$ cat src/rtl/seq_pkg.sv
// Shared types and constants for the step sequencer: FSM encoding, field widths
// and the default eight-step pattern.
package seq_pkg;

  localparam int NOTE_W        = 7;
  localparam int VEL_W         = 7;
  localparam int MAX_GATE      = 15;
  localparam int GATE_W        = $clog2(MAX_GATE + 1);
  localparam int PATTERN_LEN   = 8;
  localparam int PATTERN_IDX_W = $clog2(PATTERN_LEN);

  typedef enum logic [2:0] {
    ST_IDLE     = 3'd0,
    ST_SEND_ON  = 3'd1,
    ST_ACK_ON   = 3'd2,
    ST_DONE_ON  = 3'd3,
    ST_GATE     = 3'd4,
    ST_SEND_OFF = 3'd5,
    ST_ACK_OFF  = 3'd6,
    ST_DONE_OFF = 3'd7
  } state_t;

  typedef struct packed {
    logic [NOTE_W-1:0] note;
    logic [VEL_W-1:0]  vel;
  } step_t;

  // A velocity of zero marks a rest.
  localparam step_t DEFAULT_PATTERN [PATTERN_LEN] = '{
    '{7'd60, 7'd100},
    '{7'd64, 7'd100},
    '{7'd67, 7'd100},
    '{7'd0,  7'd0},
    '{7'd72, 7'd80},
    '{7'd67, 7'd80},
    '{7'd64, 7'd80},
    '{7'd0,  7'd0}
  };

endpackage

$ cat src/rtl/pattern_rom.sv
// Combinational pattern lookup: step index -> {note, velocity}. Patterns longer
// than the table repeat it.
module pattern_rom
  import seq_pkg::*;
#(
  parameter int IDX_W = 3
) (
  input  logic [IDX_W-1:0]  step_idx_i,
  output logic [NOTE_W-1:0] note_o,
  output logic [VEL_W-1:0]  velocity_o
);

  logic [PATTERN_IDX_W-1:0] row;
  step_t                    entry;

  assign row        = PATTERN_IDX_W'(step_idx_i);
  assign entry      = DEFAULT_PATTERN[row];
  assign note_o     = entry.note;
  assign velocity_o = entry.vel;

endmodule

$ cat src/rtl/step_scheduler.sv
// Step sequencer scheduler: walks the pattern on each step strobe and hands note
// messages to a busy/ack MIDI sender. Define SEQ_NOTE_OFF_EN for gated note-offs.
module step_scheduler
  import seq_pkg::*;
#(
  parameter int NOTE_COUNT     = 8,
  parameter int STEP_IDX_WIDTH = $clog2(NOTE_COUNT)
) (
  input  logic                      clk,
  input  logic                      rst,
  input  logic                      pulse_step,
  input  logic                      pulse_tick,
  input  logic [3:0]                gate_ticks,
  input  logic                      busy,
  output logic                      pulse_send,
  output logic                      msg_off,
  output logic [NOTE_W-1:0]         midi_note,
  output logic [VEL_W-1:0]          midi_velocity,
  output logic [STEP_IDX_WIDTH-1:0] step_idx,
  output logic                      overrun
);

  state_t                    state_q, state_d;
  logic [STEP_IDX_WIDTH-1:0] step_idx_q, step_idx_d, step_next;
  logic                      pending_q, pending_d;
  logic                      overrun_q, overrun_d;
  logic                      pulse_send_q, pulse_send_d;
  logic [NOTE_W-1:0]         note_q, note_d, rom_note;
  logic [VEL_W-1:0]          vel_q, vel_d, rom_vel;
`ifdef SEQ_NOTE_OFF_EN
  logic                      msg_off_q, msg_off_d;
  logic [GATE_W-1:0]         gate_cnt_q, gate_cnt_d;
  logic [GATE_W-1:0]         gate_len_q, gate_len_d;
  logic                      gate_end;
`else
  logic                      unused_inputs;
  assign unused_inputs = ^{pulse_tick, gate_ticks};
`endif

  pattern_rom #(
    .IDX_W(STEP_IDX_WIDTH)
  ) u_pattern_rom (
    .step_idx_i (step_idx_q),
    .note_o     (rom_note),
    .velocity_o (rom_vel)
  );

  assign step_next = (step_idx_q == STEP_IDX_WIDTH'(NOTE_COUNT - 1)) ?
                     '0 : step_idx_q + STEP_IDX_WIDTH'(1);

`ifdef SEQ_NOTE_OFF_EN
  // A new step strobe cuts the gate short; otherwise the gate lasts gate_len ticks.
  assign gate_end = pulse_step ||
                    (pulse_tick && ((gate_cnt_q + GATE_W'(1)) >= gate_len_q));
`endif

  always_comb begin
    state_d      = state_q;
    step_idx_d   = step_idx_q;
    pending_d    = pending_q;
    overrun_d    = overrun_q;
    pulse_send_d = 1'b0;
    note_d       = note_q;
    vel_d        = vel_q;
`ifdef SEQ_NOTE_OFF_EN
    msg_off_d    = msg_off_q;
    gate_cnt_d   = gate_cnt_q;
    gate_len_d   = gate_len_q;
`endif

    case (state_q)
      ST_IDLE: begin
        if (pulse_step || pending_q) begin
          pending_d = 1'b0;
          note_d    = rom_note;
          vel_d     = rom_vel;
`ifdef SEQ_NOTE_OFF_EN
          msg_off_d = 1'b0;
`endif
          if (rom_vel == '0) begin
            step_idx_d = step_next;
          end else begin
            state_d = ST_SEND_ON;
          end
        end else begin
          state_d = ST_IDLE;
        end
      end
      ST_SEND_ON: begin
        if (!busy) begin
          pulse_send_d = 1'b1;
          state_d      = ST_ACK_ON;
        end else begin
          state_d = ST_SEND_ON;
        end
      end
      ST_ACK_ON: begin
        state_d = busy ? ST_DONE_ON : ST_ACK_ON;
      end
      ST_DONE_ON: begin
        if (!busy) begin
          step_idx_d = step_next;
`ifdef SEQ_NOTE_OFF_EN
          state_d    = ST_GATE;
          gate_cnt_d = '0;
          gate_len_d = (gate_ticks == 4'd0) ? GATE_W'(1) : GATE_W'(gate_ticks);
`else
          state_d    = ST_IDLE;
`endif
        end else begin
          state_d = ST_DONE_ON;
        end
      end
`ifdef SEQ_NOTE_OFF_EN
      ST_GATE: begin
        if (gate_end) begin
          state_d   = ST_SEND_OFF;
          msg_off_d = 1'b1;
          vel_d     = '0;
        end else if (pulse_tick) begin
          gate_cnt_d = gate_cnt_q + GATE_W'(1);
        end else begin
          gate_cnt_d = gate_cnt_q;
        end
      end
      ST_SEND_OFF: begin
        if (!busy) begin
          pulse_send_d = 1'b1;
          state_d      = ST_ACK_OFF;
        end else begin
          state_d = ST_SEND_OFF;
        end
      end
      ST_ACK_OFF: begin
        state_d = busy ? ST_DONE_OFF : ST_ACK_OFF;
      end
      ST_DONE_OFF: begin
        state_d = busy ? ST_DONE_OFF : ST_IDLE;
      end
`endif
      default: begin
        state_d = ST_IDLE;
      end
    endcase

    // One strobe can wait while a message is in flight; a second one is lost.
    if (pulse_step && (state_q != ST_IDLE)) begin
      pending_d = 1'b1;
      overrun_d = overrun_q | pending_q;
    end else begin
      overrun_d = overrun_d;
    end
  end

  always_ff @(posedge clk) begin
    if (rst) begin
      state_q      <= ST_IDLE;
      step_idx_q   <= '0;
      pending_q    <= 1'b0;
      overrun_q    <= 1'b0;
      pulse_send_q <= 1'b0;
      note_q       <= '0;
      vel_q        <= '0;
    end else begin
      state_q      <= state_d;
      step_idx_q   <= step_idx_d;
      pending_q    <= pending_d;
      overrun_q    <= overrun_d;
      pulse_send_q <= pulse_send_d;
      note_q       <= note_d;
      vel_q        <= vel_d;
    end
  end

`ifdef SEQ_NOTE_OFF_EN
  always_ff @(posedge clk) begin
    if (rst) begin
      msg_off_q  <= 1'b0;
      gate_cnt_q <= '0;
      gate_len_q <= '0;
    end else begin
      msg_off_q  <= msg_off_d;
      gate_cnt_q <= gate_cnt_d;
      gate_len_q <= gate_len_d;
    end
  end

  assign msg_off = msg_off_q;
`else
  assign msg_off = 1'b0;
`endif

  assign pulse_send    = pulse_send_q;
  assign midi_note     = note_q;
  assign midi_velocity = vel_q;
  assign step_idx      = step_idx_q;
  assign overrun       = overrun_q;

endmodule

$ cat config.mk
export PLATFORM = sky130hd
export DESIGN_NAME = step_scheduler
export DESIGN_NICKNAME = d
export VERILOG_FILES = /design/src/rtl/seq_pkg.sv /design/src/rtl/pattern_rom.sv /design/src/rtl/step_scheduler.sv
export SDC_FILE = /design/constraint.sdc
export NUM_CORES = 1
export LEC_CHECK = 0
export ABC_AREA = 1
export CORE_MARGIN = 5
export CORE_UTILIZATION = 42
export CTS_CLUSTER_DIAMETER = 60
export CTS_CLUSTER_SIZE = 28
export DETAILED_ROUTE_END_ITERATION = 8
export GPL_ROUTABILITY_DRIVEN = 1
export GPL_TIMING_DRIVEN = 0
export PLACE_DENSITY = 0.8
export SLEW_MARGIN = 15
export SYNTH_ARGS = -nofsm -noshare
export SYNTH_HDL_FRONTEND = slang
export SYNTH_SLANG_ARGS = --single-unit
export TNS_END_PERCENT = 5
$ cat constraint.sdc
create_clock -name clk -period 1.6 [get_ports clk]
set_input_delay 0.32 -clock clk [delete_from_list [all_inputs] [get_ports clk]]
set_output_delay 0.32 -clock clk [all_outputs]
set_load 0.02 [all_outputs]
== Yosys cells after proc, flatten, opt, wreduce, memory -nomap -nowiden ==
Memory sizes are Yosys's and may differ from the RTL's.
Cells that the tools add are included.

* Flip-flop bits (word level): 23
* Latch bits: 0
* Bits in writable memories: 0
* Bits in read-only memories: 112
* Input bits: 9
* Output and inout bits: 20
* Logic and storage cells: 50
* Memories: 1

* Add/subtract/negate cells: 1
* Multipliers: 0
* Divide/modulo/power cells: 0
* Order comparisons: 1
* Equality and inequality tests: 8
* Shift-type cells: 0
* Mux-type cells: 17
* Bitwise logic cells: 3
* Reduce and logical (&&, ||, !) cells: 12

{| class="wikitable"
|+ Memory list
! memory !! depth !! width !! read ports !! clocked after memory_dff !! write ports !! RTL line !! text
|-
| (name not given) || 8 || 14 || 1 || 0 || 0 || pattern_rom.sv:17 || <nowiki>assign entry = DEFAULT_PATTERN[row];</nowiki>
|}

{| class="wikitable"
|+ Operator list
! cell !! count
|-
| two-way mux 14 bit || 2
|-
| two-way mux 3 bit || 6
|-
| case mux 3 bit (4 select lines) || 1
|-
| zero test 7 bit || 1
|-
| == test 3 x 2 -> 1 bit (second input constant) || 2
|-
| != test 2 bit (second input constant) || 3
|-
| case mux 3 bit (2 select lines) || 1
|-
| nonzero test 2 bit || 3
|-
| two-way mux 1 bit || 5
|-
| greater-or-equal comparator 4 bit (second input constant) || 1
|-
| two-way mux 2 bit || 2
|-
| inverter 3 -> 4 bit || 1
|-
| AND reduction 2 bit || 2
|-
| AND reduction 4 bit || 1
|-
| adder 3 x 1 -> 3 bit (second input constant) || 1
|-
| == test 3 x 1 -> 1 bit (second input constant) || 1
|-
| == test 3 bit (second input constant) || 1
|-
| zero test 3 bit || 1
|-
| != test 3 bit (second input constant) || 1
|-
| nonzero test 3 bit || 1
|-
| OR reduction 2 bit || 1
|-
| logical AND 1 bit || 1
|-
| logical OR 1 bit || 1
|-
| inverter 1 bit || 1
|-
| bitwise OR 1 bit || 1
|}

== Depth between registers and ports, before layout ==
Gate-level depths: netlist of run 1.

* Word-level depth: 8
* Depth in mapped cells: 9
* Gate-level depth less buffers: 9

== Hierarchy ==
A second synthesis of run 1 with hierarchy kept.

* Cell total of the unflattened synthesis: 142
* Area, all modules: 1059.8 um^2

{| class="wikitable"
|+ Modules (own cells, without submodules)
! module !! instances !! cells each !! area each (um^2) !! sequential area each (um^2)
|-
| step_scheduler || 1 || 113 || 880.8 || 440.4
|-
| pattern_rom || 1 || 29 || 178.9 || 0.0
|}

== Least setup slack after synthesis of run 1 ==
OpenSTA, ideal clock, no wires.

* Path kind: register -> register
* Start point: register step_idx_q[1], in the netlist step_idx[1]
* End point: register step_idx_q[1], in the netlist step_idx[1]
* Setup time: 113 ps
* Arrival time: 1420 ps
* Data required time: 1487 ps
* Slack: 66 ps
* Cell stages (with the launch flop): 10
* Path buffers: 0
* Clock period less this slack: 1534 ps
* Cell sequence: dfxtp_1 ha_1 inv_1 ha_1 nor2_1 nand3_2 nand2_1 nand2_1 nand2_1 nor2_1

* Longest elaborated chain between the ends: 7
* Elaborated cells on any way between the ends: 14
* Classes of those cells: add/sub (1); eq/ne (2); mux (7); bitwise (1); reduce/logical (2); memory (1)

{| class="wikitable"
|+ RTL lines
! element !! RTL line !! text
|-
| start: declaration || step_scheduler.sv:24 || <nowiki>logic [STEP_IDX_WIDTH-1:0] step_idx_q, step_idx_d, step_next;</nowiki>
|-
| start signal: assignment || step_scheduler.sv:166 || <nowiki>step_idx_q <= step_idx_d;</nowiki>
|-
| inverter 3 -> 4 bit (not written as such) || pattern_rom.sv:17 ||
|-
| memory read (8 x 14 bit) || - ||
|-
| two-way mux 14 bit (not written as such) (2 in series) || pattern_rom.sv:17 ||
|-
| via rom_vel[4] || step_scheduler.sv:29 || <nowiki>logic [VEL_W-1:0] vel_q, vel_d, rom_vel;</nowiki>
|-
| zero test 7 bit || step_scheduler.sv:80 || <nowiki>if (rom_vel == '0) begin</nowiki>
|-
| != test 2 bit (no source line) || - ||
|-
| AND reduction 4 bit (no source line) || - ||
|}

The timed path passes the listed nets, and every way through them passes these cells. The select of a mux whose other input is x is not followed.
A chain may end at the register's enable or synchronous reset.

== Worst setup path after layout of run 1 ==
* Start point: register overrun_q, in the netlist overrun
* End point: output port overrun

{| class="wikitable"
|+ RTL lines
! element !! RTL line !! text
|-
| start: declaration || step_scheduler.sv:26 || <nowiki>logic overrun_q, overrun_d;</nowiki>
|-
| start signal: assignment || step_scheduler.sv:168 || <nowiki>overrun_q <= overrun_d;</nowiki>
|-
| end: declaration || step_scheduler.sv:20 || <nowiki>output logic overrun</nowiki>
|}

No word-level cell between the ends.

==> results.txt, run 1 <==
The layout has 178 filler cells. For this run, the top clock speed supported by timing is 649 MHz. The logs give 99 for the synthesized instance count and 44.3% for the initial core utilization. The run gives 59.0 ps as the minimum setup slack in the final design.

Proportion of power drawn by flip-flops and latches: 46.5%. The via count of the first global-routing pass was 602. The path length in cells of the critical path is 1. For the count of pins over their slew limit, the log shows 0. The detail route stage leaves a number of antenna-violating nets equal to 0.

After global routing, the most crowded layer is met2. Buffers added to address setup during post-CTS repair amount to 0. The final critical-path required period was 1540 ps; the distinct cell type count after synthesis was 20. The run gives 140 ps as the setup slack of the worst register-to-register path.

In this design, the stage delay of the slowest critical-path cell is 600 ps. Setup repair after global routing left no endpoint under its margin. After synthesis, the most frequently instantiated cells are nor2_1 (19), nand2_1 (17), dfxtp_1 (15).

Among all stages on the critical path, the largest delay is contributed by clkdlybuf4s50_1. The worst-case reg-to-reg path depth is 7, and the part of the Yosys area used for sequential elements is 39.2%. The flow ran to the end, and the final reports show no timing, DRC or antenna violations. Along the worst path, the maximum fanout reaches 2. Global routing consumed, on the met2 layer, 18.8% of the routing resources. The number of hold-slack violations in the final timing report came out at 0. Setup violations remaining at the end of the flow were counted as 0. The kind of end point of the critical path is a primary output. The share of power burned in the clock network was 23.4%; the number of rows created at floorplan was 15. On the critical path the largest part of the delay comes from buffers and inverters. The instance count along the most critical hold path is 2, and the switching share of total power is 32.6%. Total of flip-flops plus latches after synthesis: 15. Wires add up to 1480 um. The height of the die is 52.7 um.

The detailed-placement wirelength estimate was 1130 um; the via count was 657. The required time at the endpoint of the critical path is 1280 ps. The largest total area in the synthesized netlist belongs to dfxtp_1. The number of antenna diodes in the final layout is 0.

The clock-pin transition on the worst setup and hold timing paths works out to 80 ps. For the number of warnings issued by yosys, the log shows 0. The critical path start-end classification is flip-flop to primary output. In the routed layout, each cell is associated on average with a via count of 4.38. Worst hold-check path type: flip-flop to flip-flop. The critical path buffer and inverter count works out to 1.

Walking the worst path, the cells encountered are clkdlybuf4s50_1. VDD sags by at most 0.455 mV. The tools report the met3 usage in global routing as 3.42%. In the synthesized netlist the dominant register cell turns out to be dfxtp_1.

Entering global routing, the biggest net connects 10 pins. The global-route usage over all layers is 12.6%, and the cell-internal power is 0.628 mW. The max-capacitance violation count is 0. Summing all non-filler instances in the final layout gives an area of 0.00104 sq mm. The first TritonRoute pass finished after 4 iterations. The average instance area after synthesis came out at 7.73 sq um. The logs give 142 for the net total in the final layout and 0 ps for the final total negative setup slack. The number of gates resized after CTS was 8.

The root buffer cell chosen for the clock tree is clkbuf_4. nor2_1 is the most common cell in the netlist. STA classifies the critical path startpoint as a flip-flop. The total overflow left after global routing is 0.

In the final routed layout, each cell accounts on average for 9.89 um. The weighted congestion reported at the end of routability-driven placement is 0.785. The run gives 2500 um as the wire length of the first global-routing pass.

The die covers 0.00278 sq mm. The top cell type by area accounts for 39.2% of the synthesized area. Relative to the synthesized area, the layout overhead comes to 35.3%. Combinational logic burns 30.2% of the power. The number of primary I/O pins was 29; the area of the mapped netlist was 766 sq um. In this run, the number of DRC markers left after iteration 0 of detailed routing was 8.

The width of the die works out to 52.7 um. The design draws 0.933 mW. Buffers placed on the I/O ports in this run total 19. The number of buffers added by the clock tree synthesis step came out at 3. The global routing usage on met1 was 15.0%; the initial antenna violation count was 0.

The clock passes through at most 2 buffers. Yosys attributes the largest share of cell area to dfxtp_1 (39%), ha_1 (11%), nor2_1 (9.3%). Placed standard-cell area: 998 sq um. The core region area was 0.00173 sq mm; the ratio of total power to cell area was 900 mW/mm^2. For the arrival time at the worst endpoint, the log shows 1220 ps. The clock arrives with 7.81 ps of skew. The number of enable-type register cells in the synthesized netlist works out to 0. For this design, the sink count on the clock tree is 15.

In this run the static leakage power is 0.586 nW. The number of buffers inserted for hold repair after clock tree synthesis was 0. For this run, asynchronously set or reset flops after synthesis account for 0%. The number of remaining DRC errors is 0. After layout, the worst path uses 96.3% of the clock period. The total number of H-tree levels was 1; the share of final-layout standard cells stronger than drive strength 1 was 21.6%. TritonCTS built the clock tree. At the later pin of the worst-skew pair, clock insertion delay measures 290 ps. For this design the total switching power over the nets is 0.304 mW. Before CTS, the worst setup slack after placement is 57.4 ps.
state kept, by name, summed over array words and instances, names as in the netlist:
register / cells
midi_velocity: 3
state_q: 2
overrun: 1
pending_q: 1
pulse_send: 1
midi_note: 4
step_idx: 3
power by group through the flow:
stage	Sequential [mW]	Clock, mW	Combinational, mW
finish	0.433	0.218	0.281
global route	0.442	0.253	0.305
CTS	0.434	0.230	0.287
detailed placement	0.443	0	0.296
global placement	0.442	0	0.291
floorplan	0.476	0	0.151
cell usage in the layout (no fill, tap or decap), drive strengths merged, types with 5 or more instances in the layout:
master,count
dlygate4sd2,5
a21oi,5
nor2,22
buf,11
dfxtp,15
dlymetal6s2s,6
o21ai,6
inv,11
clkdlybuf4s50,5
nand2,17
ha,7
per-stage QoR:
step / utilization (%) / hold WS [ps] / std cells
6_report: 60.0 / 470 / 150
2_1_floorplan: - / 389 / 102
3_3_place_gp: 57.8 / 452 / 146
3_5_place_dp: 57.8 / 457 / 146
5_1_grt: 60.0 / 508 / 150
4_1_cts: 58.6 / 477 / 150
layer usage:
layer	share of wire (%)	up-vias
met3	5.4	5
met1	46	281
li1	-	350
met4	3.3	0
met5	0	-
met2	45	21
kinds of logic (layout without fill, tap and decap cells):
kind of cell	Yosys count	in the layout	synth area share, %
fa+ha+maj	7	7	11.4
other cells	1	4	0.490
simple gates	45	45	27.3
flops	15	15	39.2
buf+inv	19	42	13.6
compound gates	12	12	8.01
area by class of cell:
cell class	instances	area [sq um]	share of cell area [%]
Tap cell	25	31.3	3.02
Timing Repair Buffer	19	191	18.5
Sequential cell	15	303	29.2
Inverter	11	43.8	4.23
Buffer	8	60.1	5.80
Multi-Input combinational cell	68	380	36.7
Clock buffer	4	26.3	2.54
path summary, 6_finish.rpt:
path | from | to
max | overrun$_SDFFE_PP0P_ | overrun
min | midi_note[3]$_SDFFE_PP0P_ | midi_note[3]$_SDFFE_PP0P_
max reg2reg | step_idx[1]$_SDFFE_PP0P_ | step_idx[0]$_SDFFE_PP0P_
min reg2reg | midi_note[3]$_SDFFE_PP0P_ | midi_note[3]$_SDFFE_PP0P_
Note: power is estimated with default switching activity, not from simulation.
==> inputs of run 2 (changes only) <==
CORE_UTILIZATION = 45   (was 42)
PLACE_DENSITY = 0.78   (was 0.8)
SYNTH_HIERARCHICAL = 1   (was unset)
==> results.txt, run 2 <==
The run finished with clean final reports. Total power for the finished layout comes to 1.24 mW. The tools report the element type at the critical path start as a flip-flop. The share of final-layout standard cells stronger than drive strength 1 works out to 17.4%. The critical path start-end classification was flip-flop to primary output. For this run, the register share of the synthesized area comes to 41.6%. The run gives 872 as the via count of the first global-routing pass. Yosys attributes the largest share of cell area to dfxtp_1 (42%), nor2_1 (14%), ha_1 (8.3%). The clock passes through at most 2 buffers. The worst stage delay on the critical path is 590 ps. The run gives 142 as the synthesized instance count.

STA classifies the critical path endpoint as a primary output. Buffers inserted during clock tree synthesis total 3. The period utilization was 97.1%; the number of filler cells placed in the layout was 206.

Total of flip-flops plus latches after synthesis: 22. The first-pass detailed-route iteration total is 4, and the initial core utilization is 47.5%. The fraction of the mapped netlist area in compound gates was 8.62%; the number of buffers inserted for hold repair after clock tree synthesis was 0. Primary flip-flop cell chosen by synthesis mapping: dfxtp_1. The logs give 29 for the number of primary I/O pins and 320 ps for the clock insertion delay at the later pin of the skew report.

The final critical-path required period is 1550 ps. TritonCTS built the clock tree. The cell area that synthesis handed to floorplanning was 0.00106 sq mm.

The critical path buffer and inverter count was 1; the core region area was 0.00223 sq mm. Yosys mapped a number of flops with a built-in enable equal to 0. The first global-routing pass estimated 3410 um of wire. The run gives 0 as the count of pins over their slew limit. Setup violations remaining at the end of the flow were counted as 0. Walking the worst path, the cells encountered are clkdlybuf4s50_1. Initial antenna violation count: 0. Data arrives at the worst endpoint at 1230 ps. The pre-CTS setup slack came out at -60.8 ps.

The count of routing violations after the opening detailed-route iteration was 1. STA puts the critical path data required time at 1280 ps. The cell with the biggest individual delay on the critical path was clkdlybuf4s50_1.

After legalization and detailed placement, the total HPWL measured 1610 um. The simple-gate portion of the synthesized area came out at 27.3%. The count of input and output buffers was 22; the leakage power of the design was 0.838 nW. Ranked by instance count, the synthesized netlist is headed by nor2_1 (39), dfxtp_1 (22), nand2_1 (16). Each instance of the synthesized netlist takes up on average 7.46 sq um. Highest achievable clock rate: 644 MHz. The run gives 5.47 ps as the worst setup skew after layout. The cell sitting at the root of the clock tree is a clkbuf_4. The xor-xnor portion of the synthesized cell area came out at 0%. The total wirelength of the detailed-routed design is 2140 um, and the number of remaining DRC errors is 0. Ratio of total power to cell area: 867 mW/mm^2. The library cells used most frequently in the layout, excluding fill and tap cells, are nor2_1 (38), dfxtp_1 (19), nand2_1 (16). Leaving out fill and tap cells, the most frequent cell in the layout is nor2_1.

The pin count of the biggest net entering global routing was 13; the number of vias per cell after detailed routing was 4.63. For this run, the post-layout net count is 189. The total number of H-tree levels came out at 1.

By instance count, the leading cell after synthesis is nor2_1. Routability-driven placement finished with a final weighted congestion of 0.792. Height of the die: 58.5 um. For the number of warnings issued by yosys, the log shows 6.

Number of rows created at floorplan: 17. In this run the biggest area consumer among cell types represents 41.6% of the synthesized area. Of all flip-flops after synthesis, the portion carrying an async set or reset was 0%. The multiplexer area fraction after synthesis came out at 0%. After detailed routing, the average wire length per cell comes to 10.7 um. The top fanout value on the critical path came out at 1.

The die covers 0.00343 sq mm. The global-route usage over all layers is 12.8%. The worst hold-check path type is flip-flop to flip-flop. Clock tree synthesis found a total of 22 sinks.

The tools report the overflow left after global routing as 0. The post-route antenna net violation count came out at 0. The die is 58.5 um wide. The number of antenna diodes in the final layout is 0. The family of cells with the greatest summed delay on the critical path is buffers and inverters.

After Yosys synthesis, full adders, half adders and majority gates account for 8.26% of the synthesized area. After synthesis, the netlist uses 22 different library cells. The clock-pin transition on the worst setup and hold timing paths was 120 ps.

By area, the combinational part of the netlist is dominated by simple AND/OR/NAND/NOR gates. The library cell with the largest summed area after synthesis is dfxtp_1. Across the VDD grid, the largest voltage drop is 0.706 mV. The run gives 0 as the number of hold-slack violations in the final timing report. The minimum setup slack in the final design was 46.4 ps; the growth of design area from synthesis to finish was 34.7%.

The max-capacitance violation count came out at 0. The final route contains 926 vias.
## run 2: cell count changes after synthesis, sizes merged, moves of 4 or more
cell   previous run  this run
o21ai             6        13
nand3             4         0
nor2             22        41
dfxtp            15        22
inv              11        16
## run 2: path summary, 6_finish.rpt
path	start	to	slack [ps]	cells after the start
worst max register to register	step_idx[1]$_SDFFE_PP0P_	step_idx[1]$_SDFFE_PP0P_	100	11
worst min-delay path	overrun$_SDFFE_PP0P_	overrun$_SDFFE_PP0P_	480	2
worst max-delay path	pulse_send$_SDFF_PP0_	pulse_send	50	1
worst min register to register	overrun$_SDFFE_PP0P_	overrun$_SDFFE_PP0P_	480	2
## run 2: through the flow
step	instances	hold WS (ps)	cell area [sq um]	util [%]	TNS [ps]
after CTS	198	495	1360	60.7	0
after floorplan	144	392	1070	-	0
after global routing	200	523	1430	63.9	-22.6
after detailed placement	194	468	1320	59.2	-172
final	200	483	1430	63.9	0
after global placement	194	448	1320	59.2	0
## run 2: repair_timing
action                     in CTS  in global routing
gates cloned                    0                  0
setup endpoints to repair      10                 16
pin swaps                       0                  1
setup buffers                   0                  2
gates resized for setup         8                 19
## run 2: where the power goes
group / switching (mW) / total (mW) / leakage (nW) / internal, mW
sequential: 0.0273 / 0.623 / 0.183 / 0.596
clock: 0.170 / 0.310 / 0.0210 / 0.139
combinational: 0.173 / 0.305 / 0.633 / 0.131
total: 0.371 / 1.24 / 0.838 / 0.867
## run 2: metal layers
metal  vias to the layer above  GRT usage, %  routed length [um]
li1                        483             -                   -
met1                       418          13.7                 895
met2                        18          23.0                1060
met3                         7          2.85                 106
met4                         0          7.28                  73
met5                         -             0                   0
## run 2: cell families after synthesis
family / Yosys count
adder cells (fa/ha/maj): 7
AND/OR/NAND/NOR: 65
other: 2
flip-flops: 22
AO/OA/AOI/OAI: 18
buffers and inverters: 28
## run 2: area by class of cell
type	count	area (sq um)	share of cell area (%)
Tap cell	28	35.0	2.45
Timing Repair Buffer	24	262	18.3
Clock buffer	4	36.3	2.54
Multi-Input combinational cell	94	502	35.1
Buffer	12	81.3	5.70
Inverter	16	62.6	4.38
Sequential cell	22	449	31.5
